### config.mk
export PLATFORM = sky130hd
export DESIGN_NAME = net_tx_arbiter
export DESIGN_NICKNAME = d
export VERILOG_FILES = /design/src/rtl/net_tx_arbiter.sv
export SDC_FILE = /design/constraint.sdc
export NUM_CORES = 1
export LEC_CHECK = 0
export ABC_AREA = 1
export CAP_MARGIN = 20
export CORE_MARGIN = 1.5
export CORE_UTILIZATION = 45
export CTS_BUF_LIST = sky130_fd_sc_hd__clkbuf_8 sky130_fd_sc_hd__clkbuf_16
export DETAILED_ROUTE_END_ITERATION = 16
export DONT_BUFFER_PORTS = 1
export MAX_ROUTING_LAYER = met4
export PLACE_DENSITY = 0.66
export SETUP_SLACK_MARGIN = 0.15
export SYNTH_ARGS = -nofsm -noshare
export SYNTH_HDL_FRONTEND = slang
export SYNTH_SLANG_ARGS = --single-unit
### constraint.sdc
create_clock -name logic_clk -period 3.2 [get_ports logic_clk]
set_clock_uncertainty 0.15 [all_clocks]
set_input_delay 0.16 -clock logic_clk [delete_from_list [all_inputs] [get_ports logic_clk]]
set_output_delay 0.16 -clock logic_clk [all_outputs]
set_load 0.02 [all_outputs]
### src/rtl/net_tx_arbiter.sv
// net_tx_arbiter: round-robin whole-frame arbiter of ARP/UDP/ICMP builders onto the MAC TX byte stream
module net_tx_arbiter #(
  parameter int MAX_LEN    = 1514,
  parameter int GAP_CYCLES = 12
) (
  input  logic       logic_clk,
  input  logic       logic_rst,
  input  logic [7:0] arp_tdata_in,
  input  logic       arp_tvalid_in,
  output logic       arp_tready_out,
  input  logic       arp_tlast_in,
  input  logic [7:0] udp_tdata_in,
  input  logic       udp_tvalid_in,
  output logic       udp_tready_out,
  input  logic       udp_tlast_in,
  input  logic [7:0] icmp_tdata_in,
  input  logic       icmp_tvalid_in,
  output logic       icmp_tready_out,
  input  logic       icmp_tlast_in,
  output logic [7:0] net_tdata_out,
  output logic       net_tvalid_out,
  input  logic       net_tready_in,
  output logic       net_tlast_out,
  output logic [2:0] net_ttype_out,
  output logic       net_terr_out
);
  localparam int CNT_W = $clog2(MAX_LEN + 1);
  localparam int GAP_W = GAP_CYCLES > 1 ? $clog2(GAP_CYCLES) : 1;
  localparam logic [GAP_W-1:0] GAP_LOAD = GAP_W'(GAP_CYCLES > 0 ? GAP_CYCLES - 1 : 0);
  typedef enum logic [1:0] {IDLE, SEND, DRAIN, GAP} state_t;
  state_t state, state_nx, end_st;
  logic [1:0] rr_ptr, grant, c1, c2, pick;
  logic [CNT_W-1:0] beat_cnt;
  logic [GAP_W-1:0] gap_cnt;
  logic [2:0] vld;
  logic [7:0] sel_data;
  logic sel_valid, sel_last, force_last, xfer, rdy;
  assign vld = {icmp_tvalid_in, udp_tvalid_in, arp_tvalid_in};
  // granted-source mux and next round-robin winner (search starts after rr_ptr)
  always_comb begin
    sel_valid = grant == 2'd0 ? arp_tvalid_in : grant == 2'd1 ? udp_tvalid_in : icmp_tvalid_in;
    sel_last  = grant == 2'd0 ? arp_tlast_in  : grant == 2'd1 ? udp_tlast_in  : icmp_tlast_in;
    sel_data  = grant == 2'd0 ? arp_tdata_in  : grant == 2'd1 ? udp_tdata_in  : icmp_tdata_in;
    c1 = rr_ptr == 2'd2 ? 2'd0 : rr_ptr + 2'd1;
    c2 = c1 == 2'd2 ? 2'd0 : c1 + 2'd1;
    pick = vld[c1] ? c1 : vld[c2] ? c2 : rr_ptr;
  end
  // frame FSM next state and stream output muxing
  always_comb begin
    state_nx = state;
    net_tdata_out = '0;
    net_tvalid_out = 1'b0;
    net_tlast_out = 1'b0;
    net_terr_out = 1'b0;
    rdy = 1'b0;
    end_st = GAP_CYCLES == 0 ? IDLE : GAP;
    force_last = state == SEND && sel_valid && !sel_last && beat_cnt == CNT_W'(MAX_LEN - 1);
    xfer = state == SEND && sel_valid && net_tready_in;
    case (state)
      IDLE: if (|vld) state_nx = SEND;
      SEND: begin
        net_tdata_out = sel_data;
        net_tvalid_out = sel_valid;
        net_tlast_out = sel_last | force_last;
        net_terr_out = force_last;
        rdy = net_tready_in;
        if (xfer && sel_last) state_nx = end_st;
        else if (xfer && force_last) state_nx = DRAIN;
      end
      DRAIN: begin
        rdy = 1'b1;
        if (sel_valid && sel_last) state_nx = end_st;
      end
      default: if (gap_cnt == '0) state_nx = IDLE;
    endcase
    net_ttype_out = (state == SEND || state == DRAIN) ? (grant == 2'd0 ? 3'b001 : grant == 2'd1 ? 3'b010 : 3'b100) : 3'b000;
    arp_tready_out = rdy && grant == 2'd0;
    udp_tready_out = rdy && grant == 2'd1;
    icmp_tready_out = rdy && grant == 2'd2;
  end
  // state, grant, beat and gap counters
  always_ff @(posedge logic_clk) begin
    if (logic_rst) begin
      state <= IDLE;
      rr_ptr <= 2'd2;
      grant <= 2'd3;
      beat_cnt <= '0;
      gap_cnt <= '0;
    end else begin
      state <= state_nx;
      if (state == IDLE && |vld) begin
        grant <= pick;
        rr_ptr <= pick;
        beat_cnt <= '0;
      end
      if (xfer) beat_cnt <= beat_cnt + CNT_W'(1);
      gap_cnt <= (state_nx == GAP && state != GAP) ? GAP_LOAD : (state == GAP && gap_cnt != '0) ? gap_cnt - GAP_W'(1) : gap_cnt;
    end
  end
endmodule

# Yosys cells after proc, flatten, opt, wreduce, memory -nomap -nowiden
# Index checks and enable logic that the tools add are counted.
dict set report word_totals {
  register_bits 21
  latchBits 0
  mem_bits_rw 0
  mem_bits_ro 0
  memories 0
}
dict set report classes {
  addsub 4
  mul 0
  div_mod_pow 0
  order_cmp 2
  eq_ne 10
  shifts 0
  mux 32
  n_bitwise 1
  n_reduce_logical 23
}
# cell n
set op_table {}
lappend op_table {{8-bit 2-to-1 mux} 3}
lappend op_table {{11-bit 2-to-1 mux} 2}
lappend op_table {{2-bit 2-to-1 mux} 9}
lappend op_table {{1-bit logical AND} 13}
lappend op_table {{2-bit equality test, second input constant} 6}
lappend op_table {{11-bit by 1-bit adder with 11-bit output, second input constant} 1}
lappend op_table {{11-bit equality test, second input constant} 1}
lappend op_table {{1-bit 2-to-1 mux} 9}
lappend op_table {{3-bit 2-to-1 mux} 3}
lappend op_table {{4-bit 2-to-1 mux} 2}
lappend op_table {{2-bit by 3-bit < comparator with 1-bit output, second input constant} 2}
lappend op_table {{2-bit one-hot mux with 3 select lines} 1}
lappend op_table {{2-bit by 1-bit adder with 2-bit output, second input constant} 2}
lappend op_table {{1-bit binary-select mux with 2-bit select} 2}
lappend op_table {{2-bit by 1-bit equality test with 1-bit output, second input constant} 2}
lappend op_table {{2-bit logical NOT} 2}
lappend op_table {{4-bit logical NOT} 1}
lappend op_table {{2-bit nonzero test} 2}
lappend op_table {{4-bit nonzero test} 1}
lappend op_table {{4-bit by 1-bit subtractor with 4-bit output, second input constant} 1}
lappend op_table {{3-bit OR reduction} 1}
lappend op_table {{2-bit != test, second input constant} 1}
lappend op_table {{1-bit one-hot mux with 2 select lines} 1}
lappend op_table {{2-bit OR reduction} 1}
lappend op_table {{other kinds (3)} 3}

# Logic depth before layout (Yosys ltp)
# Gate-level depths: netlist of run 1.
dict set report depth {
  ltp_word 13
  depth_mapped 14
}

# Worst setup path before layout of run 1
# OpenSTA, ideal clock, no wires.
dict set report synth_timing {
  path_kind {register to output}
  from {reg state[1]}
  to {out net_tlast_out}
  arrival_time_ps 1950
  t_required_ps 2890
  slack_ps 940
  path_stages_with_launch 7
  cell_sequence {dfxtp_1 > inv_1 > ha_1 > buf_2 > inv_1 > nor4_1 > o21bai_1}
}
dict set report synth_between {
  elab_chain_cells 6
}
# item line_no
set synth_rtl {}
lappend synth_rtl {{start: declaration} 31} ;# state_t state, state_nx, end_st;
lappend synth_rtl {{start signal: assignment} 90} ;# state <= state_nx;
lappend synth_rtl {{2-bit by 1-bit equality test with 1-bit output *} {57, 59}}
lappend synth_rtl {{1-bit logical AND (3 in series)} 57} ;# force_last = state == SEND && sel_valid && !sel_last && beat_cnt == CNT_W'(MAX_LEN - 1);
lappend synth_rtl {{1-bit OR} 64} ;# net_tlast_out = sel_last | force_last;
lappend synth_rtl {{1-bit 2-to-1 mux *} 59} ;# case (state)
lappend synth_rtl {{end: declaration} 23} ;# output logic net_tlast_out,
# Every way passes the cells marked *; elsewhere a longest branch is shown, timed or not.

==> results of run 1 <==
-- state kept, by name, indices dropped and copies added (netlist names) --
name,count
gap_cnt,4
beat_cnt,11
rr_ptr,2
state,2
grant,1
-- cell families after synthesis --
kind of cell               synth area share
AOI/OAI and AO/OA                     0.109
xor gates and xnor gates             0.0106
adders and majority gates            0.0683
buffers and inverters                 0.123
DFF                                   0.243
and+or+nand+nor                       0.446
-- cell usage after synthesis --
cell	instances
a21oi_1	12
a221oi_1	3
a22oi_1	2
and3_1	1
buf_1	1
buf_2	1
buf_6	2
clkbuf_1	2
dfxtp_1	20
ha_1	9
inv_1	40
inv_2	2
inv_4	1
nand2_1	74
nand2_2	4
nand2_4	1
nand3_1	20
nand3_2	2
nand4_1	3
nand4_4	1
nor2_1	27
nor2_2	1
nor2_4	4
nor2_8	1
nor3_1	6
nor3b_1	1
nor4_1	3
nor4_2	1
o211ai_1	1
o21ai_0	10
o21bai_1	1
o22ai_1	1
o31ai_1	1
or2_2	2
xor2_1	2
-- area by class of cell --
| type | count | area share |
|---|---|---|
| Clock buffer | 3 | 0.0234 |
| Clock inverter | 1 | 0.0170 |
| Inverter | 43 | 0.0928 |
| Multi-Input combinational cell | 194 | 0.592 |
| Sequential cell | 20 | 0.227 |
| Tap cell | 46 | 0.0326 |
| Timing Repair Buffer | 3 | 0.0156 |
-- through the flow --
step | area (sq um) | std cells | total power [mW] | worst slack (ps) | util
after floorplan | 1650 | 263 | 1.02 | 940 | -
after global placement | 1670 | 304 | 1.14 | 890 | 0.490
after detailed placement | 1670 | 304 | 1.14 | 883 | 0.490
after CTS | 1770 | 310 | 1.40 | 580 | 0.517
after global routing | 1770 | 310 | 1.52 | 440 | 0.517
final | 1770 | 310 | 1.39 | 600 | 0.517
-- metal layers --
layer | GRT usage | vias to the layer above | wire, um
li1 | - | 843 | -
met1 | 0.236 | 713 | 1730
met2 | 0.309 | 48 | 1730
met3 | 0.0464 | 2 | 225
met4 | 0.0435 | 0 | 15
met5 | - | - | 0
-- tightest hold or removal path, stage by stage --
cell	delay, ps
nor3_1	20
o21ai_0	210
a21oi_1	70
-- cell usage in the layout, fill, tap and decap left out, drive strengths merged, types with 3 or more instances in the layout --
master	n
nand2	79
inv	43
nor2	33
nand3	22
dfxtp	20
a21oi	12
o21ai	10
ha	9
nor3	6
nor4	4
nand4	4
a221oi	3
clkbuf	3
-- power by group through the flow --
stage                     Sequential, mW  Combinational (mW)  Clock [mW]
after floorplan                    0.341               0.684           0
after global placement             0.382               0.755           0
after detailed placement           0.382               0.754           0
after CTS                          0.376               0.764       0.261
after global routing               0.389               0.860       0.274
final                              0.377               0.759       0.253
-- worst paths after layout --
check                                    from       endpoint  slack [ps]  depth (start not counted)
worst min register to register   beat_cnt[10]   beat_cnt[10]         340                          2
worst max register to register      rr_ptr[1]     gap_cnt[2]         910                         11
worst min-delay path            arp_tvalid_in      rr_ptr[0]         110                          3
worst max-delay path                rr_ptr[1]  net_tlast_out         600                          6
==> impl_results.md, run 1 <==
* Avg Inst Size Synth at 6.27 sq um
* Critical path, cell by cell: nor2_4, nand2_2, nand3_1, nor4_1, buf_4, o21bai_1
* Core area at 3420 sq um
* GRT Overall Usage at 0.189
* Net Count, Synth at 305
* #FFs+latches synth at 20
* Crit-path slowest cell: dfxtp_1
* Total negative slack at 0 ps
* Global-route wire length before repair at 6100 um
* Delay of the slowest critical-path stage at 840 ps
* Sw Ratio at 0.500
* Arrival time worst endpoint at 2290 ps
* CP Buf/Inv Count at 1
* Synth top area cells: dfxtp_1, nand2_1, inv_1, ha_1, nor2_1
* CP Launch Type: flop
* Largest net degree at the start of global routing at 18
* Post-DRT Antenna Nets at 0
* Total wire length at 3700 um
* Core Rows at 21
* Synthesis warning total at 0
* Share of cells above drive strength 1 at 0.0947
* CTS buffer count at 3
* Final hold violations at 0
* Full die area at 4030 sq um
* Post-CTS setup buffers at 0
* Synth cell types at 35
* Post-synthesis cell count at 263
* Cell taking the most area after synthesis: dfxtp_1
* H-tree depth at 1
* FMAX at 385 MHz
* P_int at 0.695 mW
* Post-cts sizing count at 0
* Fin nets at 307
* Clock root buffer: clkbuf_8
* Post-DR vias/cell at 5.18
* DRC errors left at 0
* Clk sink count at 20
* Post-Syn Area at 1650 sq um
* Layout fillers at 349
* Worst Tran Pin Value at 787 ps
* Die width at 63.5 um
* Final hold slack at 106 ps
* CTS tree: done
* Drt wl/cell at 11.9 um
* Seq/Total Area, Yosys at 0.243
* Fin crit share at 0.812
* Net Switching at 0.695 mW
* Largest delay share family, worst path: flip-flops
* Clock slew at reported path FFs at 70 ps
* Dpl hpwl at 2820 um
* Io pins at 50
* Die Y-Extent at 63.5 um
* First-pass DRT Iterations at 4
* Clk buf depth at 2
* Max-capacitance violation count at 0
* GPL Wtd Cong at 0.853
* Sequential share of power at 0.271
* Outcome: finished, final reports clean
* Worst-path fanout max at 17
* Setup Crit Path Kind: reg -> out
* Initial Util at 0.482
* Reg area at 400 sq um
* Max_slew headroom at 0.475
* Pwr per Cell Area at 787 nW/um^2
* Worst skew pair latency at 260 ps
* Leak Pwr at 0.834 nW
* Multi-input logic area at 1040 sq um
* Fin crit period at 2600 ps
* VDD IR max at 0.339 mV
* Clock power share at 0.182
* CP required at 2890 ps
* Hold crit path type: in -> reg
* CP endpoint kind: primary output
* Vias at 1,606
* Initial antenna violation count at 0
* Vias in the first global route at 1,363
* Area growth syn-to-layout at 7.14%
* Detailed Route Iter0 Violations at 79
* Combinational share of power at 0.547
* Hold_buf cts at 2
* Synth top area share at 0.243
* Diode count at 0
* Grt total ovfl at 0
* Final setup vio count at 0
* Final slew viol count at 0
* Unrepaired setup endpoints after global routing: false
* # port buffers at 0
No activity file was read; power rests on OpenSTA's default activity.
==> inputs of run 2 (changes only) <==
clock period = 2.5 ns   (was 3.2 ns; I/O delays follow)
==> run 2 against run 1 <==
Net effect:
- global-route usage is 0.23 points higher
- via count is 1.7% lower
- critical path depth is 1 lower
- sequential power is 24% higher
- critical path type unchanged
- clock power is 17% lower
- final area is 0.35% lower
- flip-flop and latch count stayed put
==> impl_results.md, run 2 (synthesized netlist as in run 1, its figures left out) <==
* Initial antenna violation count at 0 (unchanged)
* VDD IR max at 0.284 mV (was 0.339 mV)
* Largest register by flop count: beat_cnt (unchanged)
* Global-route wire length before repair at 6230 um (was 6100 um)
* Detailed Route Iter0 Violations at 56 (was 79)
* Pre-CTS setup slack at 533 ps (was 883 ps)
* GPL Wtd Cong at 0.812 (was 0.853)
* First-pass DRT Iterations at 4 (unchanged)
* Post-DR vias/cell at 5.06 (was 5.18)
* Largest net degree at the start of global routing at 17 (was 18)
* Biggest regs: beat_cnt: 11 flops, gap_cnt: 4 flops (unchanged)
* Max reg flops at 11 (unchanged)
* Clk sink count at 20 (unchanged)
* CTS buffer count at 3 (unchanged)
* Final hold violations at 0 (unchanged)
* Outcome: finished, final reports clean (unchanged)
* Post-route insts no fill at 312 (was 310)
* GRT Overall Usage at 0.192 (was 0.189)
* Share of cells above drive strength 1 at 0.105 (was 0.0947)
* Worst Tran Pin Value at 620 ps (was 787 ps)
* Final slew viol count at 0 (unchanged)
* Total negative slack at 0 ps (unchanged)
* DRC errors left at 0 (unchanged)
* Initial Util at 0.482 (unchanged)
* Commonest non-fill, non-tap cell in the layout: nand2_1 (unchanged)
* Leak Pwr at 0.835 nW (was 0.834 nW)
* H-tree depth at 1 (unchanged)
* Area growth syn-to-layout at 6.76% (was 7.14%)
* Commonest cells after routing, fill and taps aside: nand2_1, inv_1, nor2_1 (unchanged)
* Post-CTS setup buffers at 0 (unchanged)
* Unrepaired setup endpoints after global routing: false (unchanged)
* Drt wl/cell at 11.7 um (was 11.9 um)
* CP Launch Type: flop (unchanged)
* Hold crit path type: in -> reg (unchanged)
* CP required at 2230 ps (was 2890 ps)
* Max-capacitance violation count at 0 (unchanged)
* Pwr per Cell Area at 953 nW/um^2 (was 787 nW/um^2)
* Grt total ovfl at 0 (unchanged)
* CP endpoint kind: primary output (unchanged)
* Critical path, cell by cell: ha_1, buf_4, inv_1, nor4_1, o21bai_1 (was nor2_4, nand2_2, nand3_1, nor4_1, buf_4, o21bai_1)
* R2r setup slk at 560 ps (was 910 ps)
* Worst-path fanout max at 10 (was 17)
* CTS tree: done (unchanged)
* Die Y-Extent at 63.5 um (unchanged)
* Diode count at 0 (unchanged)
* Setup Crit Path Kind: reg -> out (unchanged)
* Full die area at 4030 sq um (unchanged)
* Clock slew at reported path FFs at 70 ps (about the same)
* CP Buf/Inv Count at 2 (was 1)
* Arrival time worst endpoint at 1840 ps (was 2290 ps)
* FMAX at 474 MHz
* Io pins at 50 (unchanged)
* # port buffers at 0 (unchanged)
* Dpl hpwl at 2810 um (was 2820 um)
* Max_slew headroom at 0.585 (was 0.475)
* Delay of the slowest critical-path stage at 450 ps (was 840 ps)
* Total wire length at 3650 um (was 3700 um)
* Die width at 63.5 um (unchanged)
* Largest delay share family, worst path: flip-flops (unchanged)
* Clk buf depth at 2 (unchanged)
* Vias at 1,579 (was 1,606)
* Final WS setup at 389 ps (was 600 ps)
* Number of cells after detailed placement at 307 (was 304)
* Crit-path slowest cell: dfxtp_1 (unchanged)
* Clock root buffer: clkbuf_8 (unchanged)
* Fin nets at 310 (was 307)
* Core Rows at 21 (unchanged)
* Post-DRT Antenna Nets at 0 (unchanged)
* Layout Utilization at 0.515 (was 0.517)
* Vias in the first global route at 1,471 (was 1,363)
* Worst skew pair latency at 260 ps (about the same)
* Final setup vio count at 0 (unchanged)
* Core area at 3420 sq um (unchanged)
* Fin crit share at 0.844
* Fin crit period at 2110 ps
* Final hold slack at 53.3 ps (was 106 ps)
==> run 2: layer usage <==
layer	GRT usage	wire [um]	vias up
li1	-	-	843
met1	0.237	1770	693
met2	0.316	1650	39
met3	0.0429	199	4
met4	0.0489	25	0
met5	-	0	-
==> run 2: final timing paths <==
| path | from | to | depth (start not counted) |
|---|---|---|---|
| worst max-delay path | state[0] | net_tlast_out | 5 |
| worst max register to register | state[0] | gap_cnt[2] | 10 |
| worst min-delay path | icmp_tvalid_in | rr_ptr[1] | 4 |
| worst min register to register | beat_cnt[10] | beat_cnt[10] | 2 |
==> run 2: metrics by stage <==
| step | cell area, sq um | power [mW] |
|---|---|---|
| floorplan | 1650 | 1.31 |
| global placement | 1700 | 1.46 |
| detailed placement | 1700 | 1.46 |
| CTS | 1760 | 1.69 |
| global route | 1760 | 1.85 |
| finish | 1760 | 1.68 |
==> run 2: cell type report <==
class	instances	area [sq um]
Fill cell	388	1660
Timing Repair Buffer	6	50.0
Clock buffer	3	41.3
Multi-Input combinational cell	194	1040
Inverter	43	164
Tap cell	46	57.6
Sequential cell	20	402
==> run 2: worst reg2reg max path: cells and delay by family, from the launching register on <==
| family | cells | cell delay, ps |
|---|---|---|
| adders and majority gates | 1 | 200 |
| buffers and inverters | 2 | 270 |
| DFF | 1 | 450 |
| and+or+nand+nor | 7 | 740 |
==> run 2: timing repair <==
item,in CTS,in global routing
resized for setup,0,1
endpoints found under the setup margin,0,1
hold buffers,2,0
hold endpoints to repair,18,0
==> run 2: power by group <==
part	leakage [nW]	internal, mW	switching (mW)
clock network	0.0216	0.107	0.104
logic	0.651	0.315	0.682
registers	0.162	0.381	0.0870
